## src/rtl/flit_credit_rx.sv

```systemverilog
// flit_credit_rx: receive end of a valid-only (no backpressure) flit link.
//   Buffers flits in a DEPTH-entry FIFO, presents them over valid/ready, and
//   returns one credit pulse upstream per freed entry (DEPTH credits granted after reset).
// Latency: flit written at edge N is visible on out_valid/out_data after edge N (no bypass);
//   a pop is credited 1 cycle later when no credits are owed, otherwise queued behind them.
// Backpressure: none upstream (credit-based); out_ready stalls the head, and a flit arriving
//   while full with no pop is dropped and latches overflow_err until rst.
// Ports:
//   clk, rst                  clock; asynchronous active-high reset
//   flit_data_in/flit_vld_in  incoming flit, captured every cycle valid is 1
//   out_data/out_valid        FIFO head / FIFO non-empty
//   out_ready                 downstream accept
//   credit_rtn                one-cycle pulse per credit returned upstream
//   init_done                 initial DEPTH-credit grant has completed
//   overflow_err              sticky overflow flag
// Optional: define FLIT_RX_OCC_EN to add occupancy (current count) and
//   occ_hwm (sticky high-water mark of count) outputs.
module flit_credit_rx #(
  parameter int FLIT_DW = 512,
  parameter int DEPTH   = 8
) (
  input  logic               clk,
  input  logic               rst,
  input  logic [FLIT_DW-1:0] flit_data_in,
  input  logic               flit_vld_in,
  output logic [FLIT_DW-1:0] out_data,
  output logic               out_valid,
  input  logic               out_ready,
  output logic               credit_rtn,
  output logic               init_done,
  output logic               overflow_err
`ifdef FLIT_RX_OCC_EN
  ,
  output logic [$clog2(DEPTH+1)-1:0] occupancy,
  output logic [$clog2(DEPTH+1)-1:0] occ_hwm
`endif
);

  localparam int            CW   = $clog2(DEPTH + 1);
  localparam int            PW   = (DEPTH > 1) ? $clog2(DEPTH) : 1;
  localparam logic [CW-1:0] FULL = CW'(DEPTH);
  localparam logic [PW-1:0] LAST = PW'(DEPTH - 1);

  typedef enum logic {ST_INIT, ST_RUN} state_t;

  logic [FLIT_DW-1:0] mem [DEPTH];

  logic [PW-1:0] wr_ptr_q, wr_ptr_d;
  logic [PW-1:0] rd_ptr_q, rd_ptr_d;
  logic [CW-1:0] count_q, count_d;
  logic [CW-1:0] pend_q, pend_d;
  logic          credit_q;
  logic          ovf_q, ovf_d;
  logic          full, pop, wr_en, pend_nz;
  state_t        state_q;
  logic          init_done_q;

  always_comb begin
    full     = (count_q == FULL);
    pop      = (count_q != '0) & out_ready;
    // A full FIFO still takes a flit when the head leaves in the same cycle.
    wr_en    = flit_vld_in & (~full | pop);
    wr_ptr_d = wr_ptr_q;
    rd_ptr_d = rd_ptr_q;
    if (wr_en) wr_ptr_d = (wr_ptr_q == LAST) ? '0 : wr_ptr_q + 1'b1;
    if (pop)   rd_ptr_d = (rd_ptr_q == LAST) ? '0 : rd_ptr_q + 1'b1;
    count_d  = count_q + CW'(wr_en) - CW'(pop);
    ovf_d    = ovf_q | (flit_vld_in & full & ~pop);
    // Issue one owed credit per cycle; each pop adds one owed credit.
    pend_nz  = (pend_q != '0);
    pend_d   = pend_q - CW'(pend_nz) + CW'(pop);
  end

  // Storage is deliberately not reset.
  always_ff @(posedge clk) begin
    if (wr_en) mem[wr_ptr_q] <= flit_data_in;
  end

  always_ff @(posedge clk or posedge rst) begin
    if (rst) begin
      wr_ptr_q <= '0;
      rd_ptr_q <= '0;
      count_q  <= '0;
      pend_q   <= FULL;
      credit_q <= 1'b0;
      ovf_q    <= 1'b0;
    end else begin
      wr_ptr_q <= wr_ptr_d;
      rd_ptr_q <= rd_ptr_d;
      count_q  <= count_d;
      pend_q   <= pend_d;
      credit_q <= pend_nz;
      ovf_q    <= ovf_d;
    end
  end

  // INIT drains the post-reset grant held in pend_q; pops during INIT just extend it.
  always_ff @(posedge clk or posedge rst) begin
    if (rst) begin
      state_q     <= ST_INIT;
      init_done_q <= 1'b0;
    end else begin
      case (state_q)
        ST_INIT: begin
          if (!pend_nz) begin
            state_q     <= ST_RUN;
            init_done_q <= 1'b1;
          end
        end
        ST_RUN: begin
          init_done_q <= 1'b1;
        end
        default: begin
          state_q     <= ST_INIT;
          init_done_q <= 1'b0;
        end
      endcase
    end
  end

  assign out_data     = mem[rd_ptr_q];
  assign out_valid    = (count_q != '0);
  assign credit_rtn   = credit_q;
  assign init_done    = init_done_q;
  assign overflow_err = ovf_q;

`ifdef FLIT_RX_OCC_EN
  logic [CW-1:0] hwm_q;

  always_ff @(posedge clk or posedge rst) begin
    if (rst) begin
      hwm_q <= '0;
    end else if (count_d > hwm_q) begin
      hwm_q <= count_d;
    end
  end

  assign occupancy = count_q;
  assign occ_hwm   = hwm_q;
`endif

endmodule

```

## config.mk

```make
export PLATFORM = sky130hd
export DESIGN_NAME = flit_credit_rx
export DESIGN_NICKNAME = d
export VERILOG_FILES = /design/src/rtl/flit_credit_rx.sv
export SDC_FILE = /design/constraint.sdc
export NUM_CORES = 2
export LEC_CHECK = 0
export CORE_MARGIN = 2
export CORE_UTILIZATION = 63
export DETAILED_ROUTE_END_ITERATION = 8
export DONT_BUFFER_PORTS = 1
export PLACE_DENSITY = 0.79
export SYNTH_ARGS = -nofsm -noshare
export SYNTH_HDL_FRONTEND = slang
export SYNTH_SLANG_ARGS = --single-unit
```

## constraint.sdc

```tcl
create_clock -name clk -period 57.4 [get_ports clk]
set_input_delay 0 -clock clk [delete_from_list [all_inputs] [get_ports clk]]
set_output_delay 0 -clock clk [all_outputs]
set_load 0.1 [all_outputs]
```

==> flow_metrics.tcl <==
set metrics [dict create \
    crit_chain "buf_4, buf_4, buf_4, buf_12, buf_12, mux4_2, mux2_2" \
    ys.flop_type "edfxtp_1" \
    synth.avg_cell_area_um2 25.7 \
    clock-skew-final_ns 0.0880 \
    crit_family "buffers and inverters" \
    cp_common_cell "buf_4" \
    design_area_um2 181000 \
    cp.arrival_ns 7.94 \
    cts_resized 0 \
    critPathMaxFanout 169 \
    synthMostInstantiatedCell "edfxtp_1" \
    die_w_um 499 \
    hold_violations 0 \
    netlist_top_cells_area "edfxtp_1, mux4_2, mux2_2, buf_2, clkbuf_1" \
    ff2ff_setup_slack_ns 51.21 \
    worst_setup_path_start_kind "register" \
    crit_buf_inv 5 \
    multiInputGateArea_um2 29400 \
    num_rows 181 \
    tritoncts "yes" \
    grt_pass1_vias 79054 \
    dp_hpwl_um 188000 \
    synth_cells 6005 \
    yosysWarnings 0 \
    crit_cells 7 \
    buffer_ports.inserted 0 \
    slowest_delay_ns 1.06 \
    cts_buffer_depth 4 \
    synth.largest_area_cell "edfxtp_1" \
    crit_slowest_cell "dfrtp_4" \
    final_nets 7791 \
    synth-edff-count 4096 \
    syn_area_um2 154000 \
    fp.coreArea_um2 243000 \
    clkLatencyLatePin_ns 1.01 \
    status "complete, no violations" \
    vias_per_cell 7.18 \
    end_kind "output pin" \
    drt_pass1_iterations 8 \
    cp-endpoint "out_data[285]" \
    worstPathRequired_ns 57.40 \
    timing.rr.end "mem[5][250]$_DFFE_PP_" \
    placed_cell_area_um2 158000 \
    worst_pin_slew_ns 1.22 \
    drive_above_1_share_pct 29.2 \
    cts_root_buf "clkbuf_16" \
    drv_slew 0 \
    syn2layout_area_growth_pct 17.3 \
    clk_pin_slew_ns 0.07 \
    grt_max_degree 170 \
    grt_overflow_total 0 \
    initial_core_util_pct 63.4 \
    die_h_um 499 \
    wire_per_inst_um 41.0 \
    detail_route.iter0.violations 12792 \
    ios 1032 \
    rr_worst_depth 10 \
    numCtsBuffers 401 \
    yosysSeqAreaShare_pct 80.0 \
    period_share_pct 13.8 \
    synth_seq_cells 4114 \
    wl_um 443000 \
    maxSlewHeadroom_pct 18.6 \
    register_area_um2 123000 \
    grt_first_pass_wirelength_um 617000 \
    ant_nets 0 \
    fin_tns_setup_ns 0 \
    finalSetupViolCount 0 \
    maxCapViolations 0 \
    globalplace.congestion 0.803 \
    synth_cell_types 28 \
    critical_path_class "reg2out" \
    fillers 11297 \
    fmax_mhz 126 \
    vias 77611 \
    cp-startpoint "rd_ptr_q[2]$_DFFE_PP0N_" \
    clock-sinks 4114 \
    rsz0062_at_grt "no" \
    post-route-drc-count 0 \
    synthesis.nets 6537 \
    antenna_found_initial 40 \
    reg2reg_from "count_q[2]$_DFF_PP0_" \
    synth_top_area_share_pct 79.7 \
    dieArea_um2 249000 \
    hp-class "in2reg" \
    cts.htree.levels 5 \
    synthArstFlopShare_pct 0.438 \
    grtUsageTotal_pct 35.1 \
    yosys-top-cells-count "edfxtp_1, mux4_2, mux2_2" \
    period_needed_ns 7.94 \
]
registers in the layout (all words and copies together), names as in the netlist:
register	cells
state_q	1
rd_ptr_q	3
count_q	4
mem	4096
wr_ptr_q	3
credit_rtn	1
overflow_err	1
pend_q	4
init_done	1
cell families after synthesis:
logic type / after synthesis / share of synthesized area, %
xor+xnor: 4 / 0.0227
mux: 1543 / 18.7
flops: 4114 / 80.0
simple gates: 27 / 0.0933
buf+inv: 295 / 0.949
fa+ha+maj: 16 / 0.140
compound gates: 6 / 0.0260
routing by layer:
metal | part of all wire (%) | global-route usage (%) | vias to the layer above
met1 | 31 | 44.3 | 39996
met3 | 13 | 9.08 | 1408
met2 | 50 | 57.7 | 7706
li1 | - | - | 28473
met4 | 6.1 | 16.1 | 28
met5 | 0.038 | 0 | -
cells in the final DEF, fill, tap and decap left out, types with 5 or more instances in the layout:
cell type,Yosys,routed
edfxtp_1,4096,4096
dlygate4sd3_1,0,1028
mux4_2,1024,1024
mux2_2,518,518
clkbuf_16,0,405
buf_4,0,90
clkbuf_1,135,87
clkinv_1,0,83
clkinv_2,0,75
bufinv_16,0,42
diode_2,0,32
buf_12,0,18
ha_1,14,14
clkinvlp_4,0,14
dfrtp_1,17,14
inv_1,10,10
nor2_1,5,5
nor3_2,0,5
inv_16,0,5
worst min-delay path by stage:
stage                            from                 endpoint  slack [ns]  cells after the start
global route        flit_data_in[364]    mem[7][364]$_DFFE_PP_        0.02                      1
global placement                  rst  rd_ptr_q[0]$_DFFE_PP0N_        0.07                      1
detailed placement                rst  rd_ptr_q[2]$_DFFE_PP0N_        0.07                      1
CTS                 flit_data_in[376]    mem[3][376]$_DFFE_PP_        0.01                      1
finish              flit_data_in[364]    mem[7][364]$_DFFE_PP_        0.07                      1
floorplan                         rst     count_q[0]$_DFF_PP0_       -0.06                      1
repair_timing:
action | in CTS | in global routing
setup buffers | 0 | 0
hold endpoints to repair | 4442 | 0
hold buffers | 1028 | 0
stage by stage:
stage | utilization, % | std cells | setup slack (ns) | hold slack (ns)
floorplan | - | 6005 | 5.92 | -0.0622
global placement | 64.9 | 9030 | 50.79 | 0.0702
detailed placement | 64.9 | 9030 | 50.69 | 0.0731
CTS | 74.3 | 10776 | 49.65 | 0.0142
global route | 74.3 | 10801 | 49.06 | 0.0236
finish | 74.3 | 10808 | 49.46 | 0.0747
area by class of cell:
cell class	count	area share, %
Clock buffer	492	5.78
Multi-Input combinational cell	1596	16.2
Antenna cell	32	0.0442
Inverter	10	0.0207
Clock inverter	226	1.23
Sequential cell	4114	68.2
Timing Repair Buffer	1136	6.26
Tap cell	3202	2.21
worst register-to-register path, stage by stage (launching register included):
cell     delay (ns)
dfrtp_1        0.33
inv_1          0.09
ha_1           0.26
or3b_2         0.26
nor2_1         0.22
nor3_2         0.28
buf_4          0.63
buf_4          0.93
buf_4          0.98
buf_4          0.80
buf_4          0.89
Power is not shown: default switching activity piles up to over one toggle a cycle in this logic, so the estimate is an artifact.
